`src/rtl/wb_timer_if.sv`:
```
// Wishbone classic bus bundle for the wb_timer responder.
// Signal names keep the responder's point of view (_i into the timer, _o out of it).
interface wb_timer_if #(
    parameter int unsigned TAGSIZE = 1
) ();
    logic               wb_cyc_i;
    logic               wb_stb_i;
    logic               wb_we_i;
    logic [31:0]        wb_adr_i;
    logic [31:0]        wb_dat_i;
    logic [3:0]         wb_sel_i;
    logic [TAGSIZE-1:0] wb_tgd_i;
    logic [31:0]        wb_dat_o;
    logic [TAGSIZE-1:0] wb_tgd_o;
    logic               wb_ack_o;
    logic               wb_err_o;

    modport slave (
        input  wb_cyc_i, wb_stb_i, wb_we_i, wb_adr_i, wb_dat_i, wb_sel_i, wb_tgd_i,
        output wb_dat_o, wb_tgd_o, wb_ack_o, wb_err_o
    );

    modport master (
        output wb_cyc_i, wb_stb_i, wb_we_i, wb_adr_i, wb_dat_i, wb_sel_i, wb_tgd_i,
        input  wb_dat_o, wb_tgd_o, wb_ack_o, wb_err_o
    );
endinterface

```
`src/rtl/wb_timer.sv`:
```
// Wishbone classic timer peripheral: 32-bit counter behind a 16-bit prescaler,
// compare match with optional auto-reload, and a level interrupt.
// Map: 0x00 CTRL, 0x04 PRESCALE, 0x08 COUNT, 0x0C COMPARE, 0x10 STATUS (W1C).
module wb_timer #(
    parameter int unsigned TAGSIZE   = 1,
    parameter int unsigned ADDR_BITS = 5
) (
    input  logic      clk,
    input  logic      rstn_i,
    wb_timer_if.slave wb,
    output logic      irq_o
);
    localparam int unsigned IdxW = ADDR_BITS - 2;

    // Register state
    logic               en_q, en_d;
    logic               irq_en_q, irq_en_d;
    logic               auto_q, auto_d;
    logic [15:0]        prescale_q, prescale_d;
    logic [15:0]        pcnt_q, pcnt_d;
    logic [31:0]        count_q, count_d;
    logic [31:0]        compare_q, compare_d;
    logic               match_q, match_d;

    // Bus response state
    logic               ack_q, ack_d;
    logic               err_q, err_d;
    logic [31:0]        dat_q, dat_d;
    logic [TAGSIZE-1:0] tgd_q, tgd_d;
    logic               irq_q, irq_d;

    logic               req;
    logic               hit;
    logic               wr_en;
    logic               tick;
    logic               cmp_hit;
    logic [IdxW-1:0]    idx;
    logic [31:0]        rdata;
    logic               unused_adr;

    function automatic logic [31:0] byte_merge(input logic [31:0] old_val,
                                               input logic [31:0] new_val,
                                               input logic [3:0]  sel);
        logic [31:0] res;
        for (int b = 0; b < 4; b++) begin
            res[8*b +: 8] = sel[b] ? new_val[8*b +: 8] : old_val[8*b +: 8];
        end
        return res;
    endfunction

    assign idx        = wb.wb_adr_i[ADDR_BITS-1:2];
    assign unused_adr = ^{wb.wb_adr_i[31:ADDR_BITS], wb.wb_adr_i[1:0]};

    // The !ack/!err term keeps a held strobe from being taken twice in a row.
    assign req   = wb.wb_cyc_i & wb.wb_stb_i & ~ack_q & ~err_q;
    assign wr_en = req & wb.wb_we_i & hit;

    // Address decode and read mux
    always_comb begin
        hit   = 1'b1;
        rdata = '0;
        case (idx)
            IdxW'(0): rdata = {29'b0, auto_q, irq_en_q, en_q};
            IdxW'(1): rdata = {16'b0, prescale_q};
            IdxW'(2): rdata = count_q;
            IdxW'(3): rdata = compare_q;
            IdxW'(4): rdata = {31'b0, match_q};
            default:  hit = 1'b0;
        endcase
    end

    assign tick    = en_q & (pcnt_q == prescale_q);
    assign cmp_hit = count_q == compare_q;

    // Next state: timer progress first, then bus writes override it
    always_comb begin
        en_d       = en_q;
        irq_en_d   = irq_en_q;
        auto_d     = auto_q;
        prescale_d = prescale_q;
        compare_d  = compare_q;
        count_d    = count_q;
        match_d    = match_q;

        // pcnt is not reset by a PRESCALE write; it may wrap through 0xFFFF.
        if (!en_q) begin
            pcnt_d = '0;
        end else if (tick) begin
            pcnt_d = '0;
        end else begin
            pcnt_d = pcnt_q + 16'd1;
        end

        if (tick) begin
            if (cmp_hit && auto_q) begin
                count_d = '0;
            end else begin
                count_d = count_q + 32'd1;
            end
        end

        if (wr_en) begin
            case (idx)
                IdxW'(0): begin
                    if (wb.wb_sel_i[0]) begin
                        {auto_d, irq_en_d, en_d} = wb.wb_dat_i[2:0];
                    end
                end
                IdxW'(1): begin
                    if (wb.wb_sel_i[0]) prescale_d[7:0]  = wb.wb_dat_i[7:0];
                    if (wb.wb_sel_i[1]) prescale_d[15:8] = wb.wb_dat_i[15:8];
                end
                IdxW'(2): count_d   = byte_merge(count_q, wb.wb_dat_i, wb.wb_sel_i);
                IdxW'(3): compare_d = byte_merge(compare_q, wb.wb_dat_i, wb.wb_sel_i);
                IdxW'(4): begin
                    if (wb.wb_sel_i[0] && wb.wb_dat_i[0]) match_d = 1'b0;
                end
                default: ;
            endcase
        end

        // A new match beats a same-cycle clear.
        if (tick && cmp_hit) match_d = 1'b1;
    end

    // Response and interrupt next state
    always_comb begin
        ack_d = req & hit;
        err_d = req & ~hit;
        dat_d = (req & hit & ~wb.wb_we_i) ? rdata : 32'h0;
        tgd_d = req ? wb.wb_tgd_i : '0;
        irq_d = match_d & irq_en_d;
    end

    // All state flops, cleared asynchronously
    always_ff @(posedge clk or negedge rstn_i) begin
        if (!rstn_i) begin
            en_q       <= 1'b0;
            irq_en_q   <= 1'b0;
            auto_q     <= 1'b0;
            prescale_q <= '0;
            pcnt_q     <= '0;
            count_q    <= '0;
            compare_q  <= '0;
            match_q    <= 1'b0;
            ack_q      <= 1'b0;
            err_q      <= 1'b0;
            dat_q      <= '0;
            tgd_q      <= '0;
            irq_q      <= 1'b0;
        end else begin
            en_q       <= en_d;
            irq_en_q   <= irq_en_d;
            auto_q     <= auto_d;
            prescale_q <= prescale_d;
            pcnt_q     <= pcnt_d;
            count_q    <= count_d;
            compare_q  <= compare_d;
            match_q    <= match_d;
            ack_q      <= ack_d;
            err_q      <= err_d;
            dat_q      <= dat_d;
            tgd_q      <= tgd_d;
            irq_q      <= irq_d;
        end
    end

    assign wb.wb_ack_o = ack_q;
    assign wb.wb_err_o = err_q;
    assign wb.wb_dat_o = dat_q;
    assign wb.wb_tgd_o = tgd_q;
    assign irq_o       = irq_q;
endmodule

```
`src/flat_wrapper.sv`:
```
// flat-port wrapper written by rule: the top's interface ports become plain ports
module wb_timer_flat 
#(
    parameter int unsigned TAGSIZE   = 1,
    parameter int unsigned ADDR_BITS = 5
)
  (clk, rstn_i, irq_o, wb_wb_cyc_i, wb_wb_stb_i, wb_wb_we_i, wb_wb_adr_i, wb_wb_dat_i, wb_wb_sel_i, wb_wb_tgd_i, wb_wb_dat_o, wb_wb_tgd_o, wb_wb_ack_o, wb_wb_err_o);
  wb_timer_if #(.TAGSIZE(TAGSIZE)) wb_i ();
  input  logic clk;
  input  logic rstn_i;
  output logic irq_o;
  input wire logic [$bits(wb_i.wb_cyc_i)-1:0] wb_wb_cyc_i;
  input wire logic [$bits(wb_i.wb_stb_i)-1:0] wb_wb_stb_i;
  input wire logic [$bits(wb_i.wb_we_i)-1:0] wb_wb_we_i;
  input wire logic [$bits(wb_i.wb_adr_i)-1:0] wb_wb_adr_i;
  input wire logic [$bits(wb_i.wb_dat_i)-1:0] wb_wb_dat_i;
  input wire logic [$bits(wb_i.wb_sel_i)-1:0] wb_wb_sel_i;
  input wire logic [$bits(wb_i.wb_tgd_i)-1:0] wb_wb_tgd_i;
  output wire logic [$bits(wb_i.wb_dat_o)-1:0] wb_wb_dat_o;
  output wire logic [$bits(wb_i.wb_tgd_o)-1:0] wb_wb_tgd_o;
  output wire logic [$bits(wb_i.wb_ack_o)-1:0] wb_wb_ack_o;
  output wire logic [$bits(wb_i.wb_err_o)-1:0] wb_wb_err_o;
  assign wb_i.wb_cyc_i = wb_wb_cyc_i;
  assign wb_i.wb_stb_i = wb_wb_stb_i;
  assign wb_i.wb_we_i = wb_wb_we_i;
  assign wb_i.wb_adr_i = wb_wb_adr_i;
  assign wb_i.wb_dat_i = wb_wb_dat_i;
  assign wb_i.wb_sel_i = wb_wb_sel_i;
  assign wb_i.wb_tgd_i = wb_wb_tgd_i;
  assign wb_wb_dat_o = wb_i.wb_dat_o;
  assign wb_wb_tgd_o = wb_i.wb_tgd_o;
  assign wb_wb_ack_o = wb_i.wb_ack_o;
  assign wb_wb_err_o = wb_i.wb_err_o;
  wb_timer #(.TAGSIZE(TAGSIZE), .ADDR_BITS(ADDR_BITS)) u_core (.clk(clk), .rstn_i(rstn_i), .wb(wb_i), .irq_o(irq_o));
endmodule
```
`config.mk`:
```
export PLATFORM = sky130hd
export DESIGN_NAME = wb_timer_flat
export DESIGN_NICKNAME = d
export VERILOG_FILES = /design/src/rtl/wb_timer_if.sv /design/src/rtl/wb_timer.sv /design/src/flat_wrapper.sv
export SDC_FILE = /design/constraint.sdc
export NUM_CORES = 1
export LEC_CHECK = 0
export CORE_MARGIN = 2
export CORE_UTILIZATION = 50
export CTS_BUF_LIST = sky130_fd_sc_hd__clkbuf_2 sky130_fd_sc_hd__clkbuf_4 sky130_fd_sc_hd__clkbuf_8
export CTS_CLUSTER_DIAMETER = 150
export DETAILED_ROUTE_END_ITERATION = 10
export HOLD_SLACK_MARGIN = 0.1
export PLACE_DENSITY = 0.83
export SLEW_MARGIN = 5
export SYNTH_ARGS = -nofsm -noshare
export SYNTH_HDL_FRONTEND = slang
export SYNTH_SLANG_ARGS = --single-unit
```
`constraint.sdc`:
```
create_clock -name clk -period 2.8 [get_ports clk]
set_input_delay 0.56 -clock clk [delete_from_list [all_inputs] [get_ports clk]]
set_output_delay 0.56 -clock clk [all_outputs]
set_load 0.05 [all_outputs]
```
### After elaboration in Yosys (flattened, before gate mapping)

Index checks and enable logic that the tools add are counted.

* equal/unequal tests: 10
* reduce and logical (&&, ||, !) cells: 12
* add/sub/neg operators: 2
* muxes and demuxes: 21
* bitwise operators: 14

Operators with widths (number)
* $mux W32: 5
* $pmux W32 S5: 1
* $add A32 B1 Y32 const B: 1
* $eq A32 B32 Y1: 1
* $mux W16: 2
* $mux W8: 4
* $reduce_and A3 Y1: 7
* $add A16 B1 Y16 const B: 1
* $eq A16 B16 Y1: 1
* $ne A3 B3 Y1 const B: 4
* $and A1 B1 Y1: 10
* $mux W1: 9
* $eq A3 B2 Y1 const B: 2
* $reduce_or A5 Y1: 1
* $not A1 Y1: 4
* $eq A3 B1 Y1 const B: 1
* $eq A3 B3 Y1 const B: 1
* $logic_and A1 B1 Y1: 3
* $logic_not A3 Y1: 1

* output and inout port bits: 36
* bits in registers: 136
* logic and storage cells: 79
* input port bits: 74

### Depth between registers and ports, before layout

Gate-level depths: netlist of the first run.

* depth in word-level cells: 8
* mapped depth: 11

### Least setup slack after synthesis of the first run

No wires, ideal clock.

* path type: flip-flop to flip-flop
* from: register u_core.pcnt_q[7]
* to: register u_core.count_q[21]
* arrival: 2.356 ns
* cell stages (with the launch flop): 12
* setup slack: 0.318 ns
* buffers on the path: 4
* setup time: 0.126 ns
* period minus slack after synthesis: 2.482 ns
* cells stage by stage: dfrtp_1 buf_6 xnor2_2 nand3_1 or4_1 buf_2 nor4_4 or2_1 buf_6 buf_6 a21oi_1 a221o_1

* cells in the longest elaborated chain, start to end: 5

RTL lines
* from (decl): line wb_timer.sv:20 `logic [15:0] pcnt_q, pcnt_d;`
* from (signal assigned): line wb_timer.sv:156 `pcnt_q <= pcnt_d;`
* $eq A16 B16 Y1 (*): line wb_timer.sv:72 `assign tick = en_q & (pcnt_q == prescale_q);`
* $and A1 B1 Y1 (*): line wb_timer.sv:72
* $mux W32 (*): line wb_timer.sv:94 `if (tick) begin`
* $mux W32: line wb_timer.sv:103 `case (idx)`
* $mux W32 (*): line wb_timer.sv:102 `if (wr_en) begin`
* to (signal assigned): line wb_timer.sv:157 `count_q <= count_d;`
* to (decl): line wb_timer.sv:21 `logic [31:0] count_q, count_d;`

Every way passes the cells marked *; elsewhere a longest branch is shown, timed or not.
A chain may end at the register's enable or synchronous reset.

### Worst setup path in the final report of the first run

* from: register u_core.prescale_q[12]
* to: register u_core.count_q[21]

* cells in the longest elaborated chain, start to end: 5

RTL lines
* from (decl): line wb_timer.sv:19 `logic [15:0] prescale_q, prescale_d;`
* from (signal assigned): line wb_timer.sv:155 `prescale_q <= prescale_d;`
* $eq A16 B16 Y1 (*): line wb_timer.sv:72
* $and A1 B1 Y1 (*): line wb_timer.sv:72
* $mux W32 (*): line wb_timer.sv:94
* $mux W32: line wb_timer.sv:103
* $mux W32 (*): line wb_timer.sv:102

Marked as above.

==> impl_results.md, run 1 <==
- FFs w/ async S/R, synth: 100%
- Internal power: 3.33 mW
- Total power: 4.79 mW
- Reg-to-Reg Start: u_core.prescale_q[12]$_DFFE_PN0P_
- WS Path Type: reg -> reg
- Final setup margin: approximately 0.14 ns
- Crit Path Max Fanout: 5
- M1 WL: roughly 8000 um
- Final clock period utilization by the worst path: a little over nine tenths
- Initial antenna violation count: 0
- Sequential power share: ~50%
- Post-CTS setup buffer count: 0
- RSZ-0062 raised after global routing: no
- Routability congestion estimate: around 0.94
- Total grt overflow: 0
- Layout Nets: 841
- Area growth, synth to finish: 21.6%
- Reg clk slew, reported paths: around 0.07 ns
- Proportion of power drawn by combinational gates: between 15 and 20%
- Setup Skew: 0.0175 ns
- Largest net degree at the start of global routing: 64
- Root Buffer: clkbuf_8
- Post-Synth Simple-Gate Area: between 10% and 20%
- I/O Buffers: 80
- DP HPWL: 13800 um
- Slew Limit Fails: 0
- Mapped Area: about 0.007 mm2
- Min Tclk post-route: around 2.7 ns
- CTS Hold Bufs: 0
- WP data required: 3.18 ns
- Worst min-delay path class: in -> async
- CP arrival: 3.04 ns
- Mux share of post-synthesis cell area: between 10% and 20%
- Residual DRC count: 0
- Syn Area/Cell: 10.4 um2
- Die width: around 120 um
- Top sig layer: met4
- First-pass GRT wire length: between 30000 and 40000 um
- Die Height: ~120 um
- Met3 wire length: around 1300 um
- First-pass DRT Iterations: 5
- CP startpoint kind: flop
- Post-layout util: about three fifths
- ANT nets after route: 0
- Synth Net Count: approximately 750
- Layout cells sized above 1: about 18%
- Top_reg_cell synth: dfrtp_1
- Leakage: 3.70 nW
- Clock group share of total power: between 30% and 40%
- N_diodes: 0
- Worst skew pair latency: 0.46 ns
- Initial Util: 50.9%
- Worst slew margin: between 50% and 60%
- Post-Route WL: 18800 um
- WL met2: approximately 8800 um
- Worst setup EP type: flop
- Max IR drop VDD: about 0.3 mV
- Longest Clk Path Bufs: 2
- Sw Share: ~30%
- Worst slew pin tran: roughly 0.67 ns
- Total Routing Usage GR: 26.7%
- CTS tree: done
- Vias in the first global route: between 5000 and 6000
- Switch Pwr: roughly 1.5 mW
- Resize count post-CTS: 0
- Power Dens Cells: 561 mW/mm2
- #FFs+latches synth: between 100 and 150
- # IOs: 110
- Vias/cell: approximately 6
- DRC marker count from the first detailed-route iteration: about 560
- Final hold vios: 0
- Register area share after synthesis: a little under 50%
- Inserted Clock Buffers: 17
- Status: completed
- Pre-CTS WS: -0.0143 ns
- Htree depth: 4
- Compound-gate portion of the synthesized area: between 10 and 15%
- Largest family of logic cells by synthesized area: simple AND/OR/NAND/NOR gates
- Post-DR wirelength/cell: just under 20 um
- Die area: 0.0150 mm2
- Max Cap Viol: 0
- Yosys Warn Count: 0
- Row count: 43
- Core area: approximately 0.014 mm2
- Fmax: 377 MHz
- Vias: 5693
- CTS sink count: between 100 and 150
- Worst setup path start: u_core.prescale_q[12]$_DFFE_PN0P_
- Number of synthesized flops with an enable pin: 0
- Xor-xnor portion of the synthesized cell area: 9.10%
- Final setup vio count: 0
- Post-Syn Instances: 672
- Synth Area in Adders: less than 1%
- Distinct cell type count after synthesis: 51
## area by class of cell
class / count / area (um2)
multi-input combinational: 481 / 3410
sequential: 136 / 3400
clock buffer: 25 / 338
tap: 180 / 225
timing repair buffer: 112 / 1070
inverter: 17 / 63.8
clock inverter: 3 / 15.0
fill: 1153 / 5250
## registers in the layout, summed over array words and instances, names as in the netlist
signal and flops:
u_core.prescale_q 16, u_core.irq_en_q 1, u_core.wb.wb_tgd_o 1, u_core.match_q 1, u_core.wb.wb_ack_o 1, u_core.wb.wb_err_o 1
u_core.en_q 1, u_core.wb.wb_dat_o 32, u_core.pcnt_q 16, u_core.irq_o 1, u_core.count_q 32, u_core.compare_q 32
u_core.auto_q 1
## cell usage in the layout, fill, tap and decap left out, types with 9 or more instances in the layout
cell	n
nor2_1	61
nand3_1	21
nor3_1	15
mux2_2	66
xor2_1	49
and3_1	9
a21oi_1	12
clkdlybuf4s50_1	79
o21ai_0	23
xnor2_1	18
inv_1	17
nor4_1	11
dfrtp_1	136
mux2i_1	9
and2_1	10
nand2_1	48
a22oi_1	35
clkbuf_8	24
buf_4	30
nand4_1	23
## final timing paths
path / to / slack [ns] / cells past startpoint
hold reg to reg: u_core.irq_en_q$_DFF_PN0_ / 0.52 / 1
max in group asynchronous: u_core.wb.wb_dat_o[12]$_DFF_PN0_ / 1.87 / 2
setup reg to reg: u_core.count_q[21]$_DFFE_PN0P_ / 0.14 / 7
hold / removal: u_core.wb.wb_dat_o[28]$_DFF_PN0_ / 0.11 / 1
setup / recovery: u_core.count_q[21]$_DFFE_PN0P_ / 0.14 / 7
min in group clk: u_core.irq_en_q$_DFF_PN0_ / 0.52 / 1
## cells in the mapped netlist (all sizes together) (4+ instances only)
cell    count  area, um2
and2       11       68.8
nand2b      4       25.0
o21ai      25        125
nor4       12       90.1
nand3      21        105
dfrtp     136       3400
o31a        6       52.6
a21oi      12       60.1
nor3       16       85.1
nor2b       5       31.3
mux2       66        743
a22oi      35        263
xnor2      23        209
inv        17       63.8
nor2       62        233
a32oi       4       35.0
clkbuf     30        113
mux2i       9       90.1
nand4      23        144
nand2      48        180
o22ai       6       37.5
xor2       49        429
and3        9       56.3
buf         8       56.3
## worst max-delay path: stages, from the launching register on
cell and delay [ns]:
dfrtp_1 0.41, xnor2_1 0.22, nand4_1 0.16, or4_1 0.59, or4b_4 0.60, or3_1 0.32, a21oi_1 0.15, a221o_1 0.13
## cells by family (layout without fill, tap and decap cells)
family	count (synthesis)	in the layout
multiplexers	77	77
AO/OA/AOI/OAI	104	104
XOR/XNOR	72	72
adder cells (fa/ha/maj)	2	2
buffers and inverters	55	157
AND/OR/NAND/NOR	226	226
flip-flops	136	136
## power by group through the flow
stage	Clock (mW)	Sequential, mW	Combinational, mW
floorplan	0	2.37	0.572
detailed placement	0	2.46	0.860
finish	1.47	2.44	0.880
global route	1.58	2.46	0.959
global placement	0	2.44	0.837
CTS	1.49	2.42	0.865
## layer usage
layer,track usage [%],vias to the layer above
met2,41.6,245
met5,0,-
met1,35.9,2827
li1,-,2573
met4,13.0,0
met3,5.30,48
## stage by stage
step	std cells	TNS (ns)	instance area, um2	hold WS (ns)
floorplan	672	0	7010	0.264
global placement	926	0	8140	0.501
detailed placement	926	-0.0298	8140	0.508
CTS	954	0	8490	0.104
global route	954	0	8530	0.130
finish	954	0	8530	0.106
(Power assumes the default switching activity.)
==> run 2, diff against run 1 <==
--- a/config.mk
+++ b/config.mk
@@ -16,3 +16,4 @@
 export SYNTH_ARGS = -nofsm -noshare
 export SYNTH_HDL_FRONTEND = slang
 export SYNTH_SLANG_ARGS = --single-unit
+export TNS_END_PERCENT = 30
==> results of run 2 <==
No change in the layout: final DEF, timing and power equal those of run 1.
==> run 3, diff against run 2 <==
--- a/config.mk
+++ b/config.mk
@@ -5,13 +5,14 @@
 export SDC_FILE = /design/constraint.sdc
 export NUM_CORES = 1
 export LEC_CHECK = 0
+export CAP_MARGIN = 20
 export CORE_MARGIN = 2
-export CORE_UTILIZATION = 50
+export CORE_UTILIZATION = 40
 export CTS_BUF_LIST = sky130_fd_sc_hd__clkbuf_2 sky130_fd_sc_hd__clkbuf_4 sky130_fd_sc_hd__clkbuf_8
 export CTS_CLUSTER_DIAMETER = 150
 export DETAILED_ROUTE_END_ITERATION = 10
 export HOLD_SLACK_MARGIN = 0.1
-export PLACE_DENSITY = 0.83
+export PLACE_DENSITY = 0.7
 export SLEW_MARGIN = 5
 export SYNTH_ARGS = -nofsm -noshare
 export SYNTH_HDL_FRONTEND = slang
==> run 3 against run 2 <==
  * Flip-flop and latch count is the same
  * Design area grew 3.9%
  * Combinational power is 7.5% higher
  * Via count fell by 0.93%
  * Count of clock-buffer cells in the layout is 5 lower
  * Register-to-register slack improved by 0.02 ns
  * Largest cell class is now flip-flops and latches
  * Critical path type unchanged
  * Core utilization decreased by 10 points
  * Sequential power about the same
==> impl_results.md, run 3 (synthesis results as in run 1) <==
- CP arrival: a little over 3 ns
- Reg-to-Reg Start: u_core.prescale_q[9]$_DFFE_PN0P_
- N_diodes: 0
- CTS tree: done
- Total Routing Usage GR: a little over a fifth
- Non-Filler Instances: a little over 1000
- Largest net degree at the start of global routing: between 60 and 70
- WP data required: about 3.2 ns
- Multi-input gate area: ~0.0034 mm2
- RSZ-0062 raised after global routing: no
- Final hold vios: 0
- Sequential cell area: approximately 0.0034 mm2
- Final clock period utilization by the worst path: 94.0%
- Final setup vio count: 0
- CTS sink count: 136
- Reg clk slew, reported paths: 0.08 ns
- Hold Path Depth: 1
- Vias in the first global route: approximately 5600
- Commonest non-fill, non-tap cell in the layout: dfrtp_1
- Status: completed
- Post-Place Cells: roughly 1000
- Inserted Clock Buffers: 17
- Layout cells sized above 1: 19.6%
- Crit Path Max Fanout: 5
- Die Height: approximately 140 um
- Post-DR wirelength/cell: between 15 and 20 um
- Fill count: ~1500
- Total power: approximately 5.4 mW
- Worst slew margin: between 50% and 60%
- Layout Nets: between 800 and 900
- WS Path Type: reg -> reg
- Post-CTS setup buffer count: 0
- Total grt overflow: 0
- Setup TNS: 0 ns
- Longest Clk Path Bufs: 2
- Worst slew pin tran: 0.657 ns
- # IOs: 110
- Max IR drop VDD: approximately 0.30 mV
- CP startpoint kind: flop
- Htree depth: 4
- First-pass GRT wire length: roughly 30000 um
- Root Buffer: clkbuf_8
- Worst setup EP type: flop
- Fmax: 380 MHz
- Worst setup path start: u_core.prescale_q[9]$_DFFE_PN0P_
- Routability congestion estimate: approximately 0.94
- Initial Util: 40.7%
- Die width: between 100 and 150 um
- First-pass DRT Iterations: 6
- Commonest cells after routing, fill and taps aside: 136 x dfrtp_1, 79 x clkdlybuf4s50_1, 66 x mux2_2, 62 x nor2_1, 49 x xor2_1
- Max Cap Viol: 0
- ANT nets after route: 0
- DP HPWL: between 10000 and 15000 um
- Slew Limit Fails: 0
- Min Tclk post-route: 2.63 ns
- FF-to-FF path depth: 7
- Power Dens Cells: a little over 600 mW/mm2
- Post-Route WL: between 15000 and 20000 um
- Worst skew pair latency: approximately 0.45 ns
- Die area: about 0.019 mm2
- I/O Buffers: 80
- Initial antenna violation count: 0
- DRC marker count from the first detailed-route iteration: between 400 and 500
- Worst min-delay path class: reg -> reg
- Setup Skew: ~0.011 ns
- Row count: 48
- Residual DRC count: 0
- Vias: 5640
- Vias/cell: 5.52
- HP Start: u_core.irq_en_q$_DFF_PN0_
- Leakage: approximately 3.9 nW
- Core area: about 0.017 mm2
- Area growth, synth to finish: 26.4%
[run 3: report_power, final]
part | total [mW] | leakage [nW] | switching (mW) | internal, mW
combinational | 0.946 | 1.83 | 0.499 | 0.447
sequential | 2.41 | 1.78 | 0.256 | 2.16
clock | 1.99 | 0.245 | 0.775 | 1.22
[run 3: metrics by stage]
stage | area [um2] | hold WS, ns | util [%] | setup slack (ns)
after floorplan | 7010 | 0.264 | - | 0.318
after global placement | 8350 | 0.503 | 48.5 | 0.0813
after detailed placement | 8350 | 0.511 | 48.5 | 0.0488
after CTS | 8860 | 0.531 | 51.4 | 0.0821
after global routing | 8860 | 0.551 | 51.4 | 0.00997
final | 8860 | 0.534 | 51.4 | 0.169
[run 3: worst paths after layout]
path | end | slack (ns)
worst max-delay path | u_core.count_q[21]$_DFFE_PN0P_ | 0.17
worst min-delay path | u_core.irq_en_q$_DFF_PN0_ | 0.53
worst max register to register | u_core.count_q[21]$_DFFE_PN0P_ | 0.17
worst min register to register | u_core.irq_en_q$_DFF_PN0_ | 0.53
max in group asynchronous | u_core.count_q[0]$_DFFE_PN0P_ | 1.39
min in group asynchronous | u_core.wb.wb_dat_o[3]$_DFF_PN0_ | 0.66
[run 3: cell type report]
| class | count | area share, % |
|---|---|---|
| multi-input combinational | 481 | 38.2 |
| timing repair buffer | 131 | 14.0 |
| inverter | 17 | 0.720 |
| sequential | 136 | 38.4 |
| tap | 225 | 3.18 |
| clock inverter | 12 | 2.47 |
| clock buffer | 20 | 3.11 |
[run 3: worst max-delay path, cell delays in order, from the launching register on]
cell and delay, ns:
dfrtp_1 0.45, xnor2_1 0.21, nand4_1 0.15, or4_1 0.58, or4b_4 0.59, or3_1 0.32
a21oi_1 0.16, a221o_1 0.12
[run 3: repair_timing]
| item | in CTS | in global routing |
|---|---|---|
| setup endpoints to repair | 0 | 2 |
| hold buffers | 1 | 0 |
| gates resized for setup | 0 | 1 |
| hold endpoints to repair | 2 | 0 |
[run 3: layer usage]
| layer | wire (um) | vias to the layer above | GRT usage (%) |
|---|---|---|---|
| li1 | - | 2618 | - |
| met1 | 8460 | 2796 | 29.3 |
| met2 | 8680 | 198 | 33.2 |
| met3 | 1180 | 28 | 4.51 |
| met4 | 356 | 0 | 7.23 |
| met5 | 0 | - | 0 |
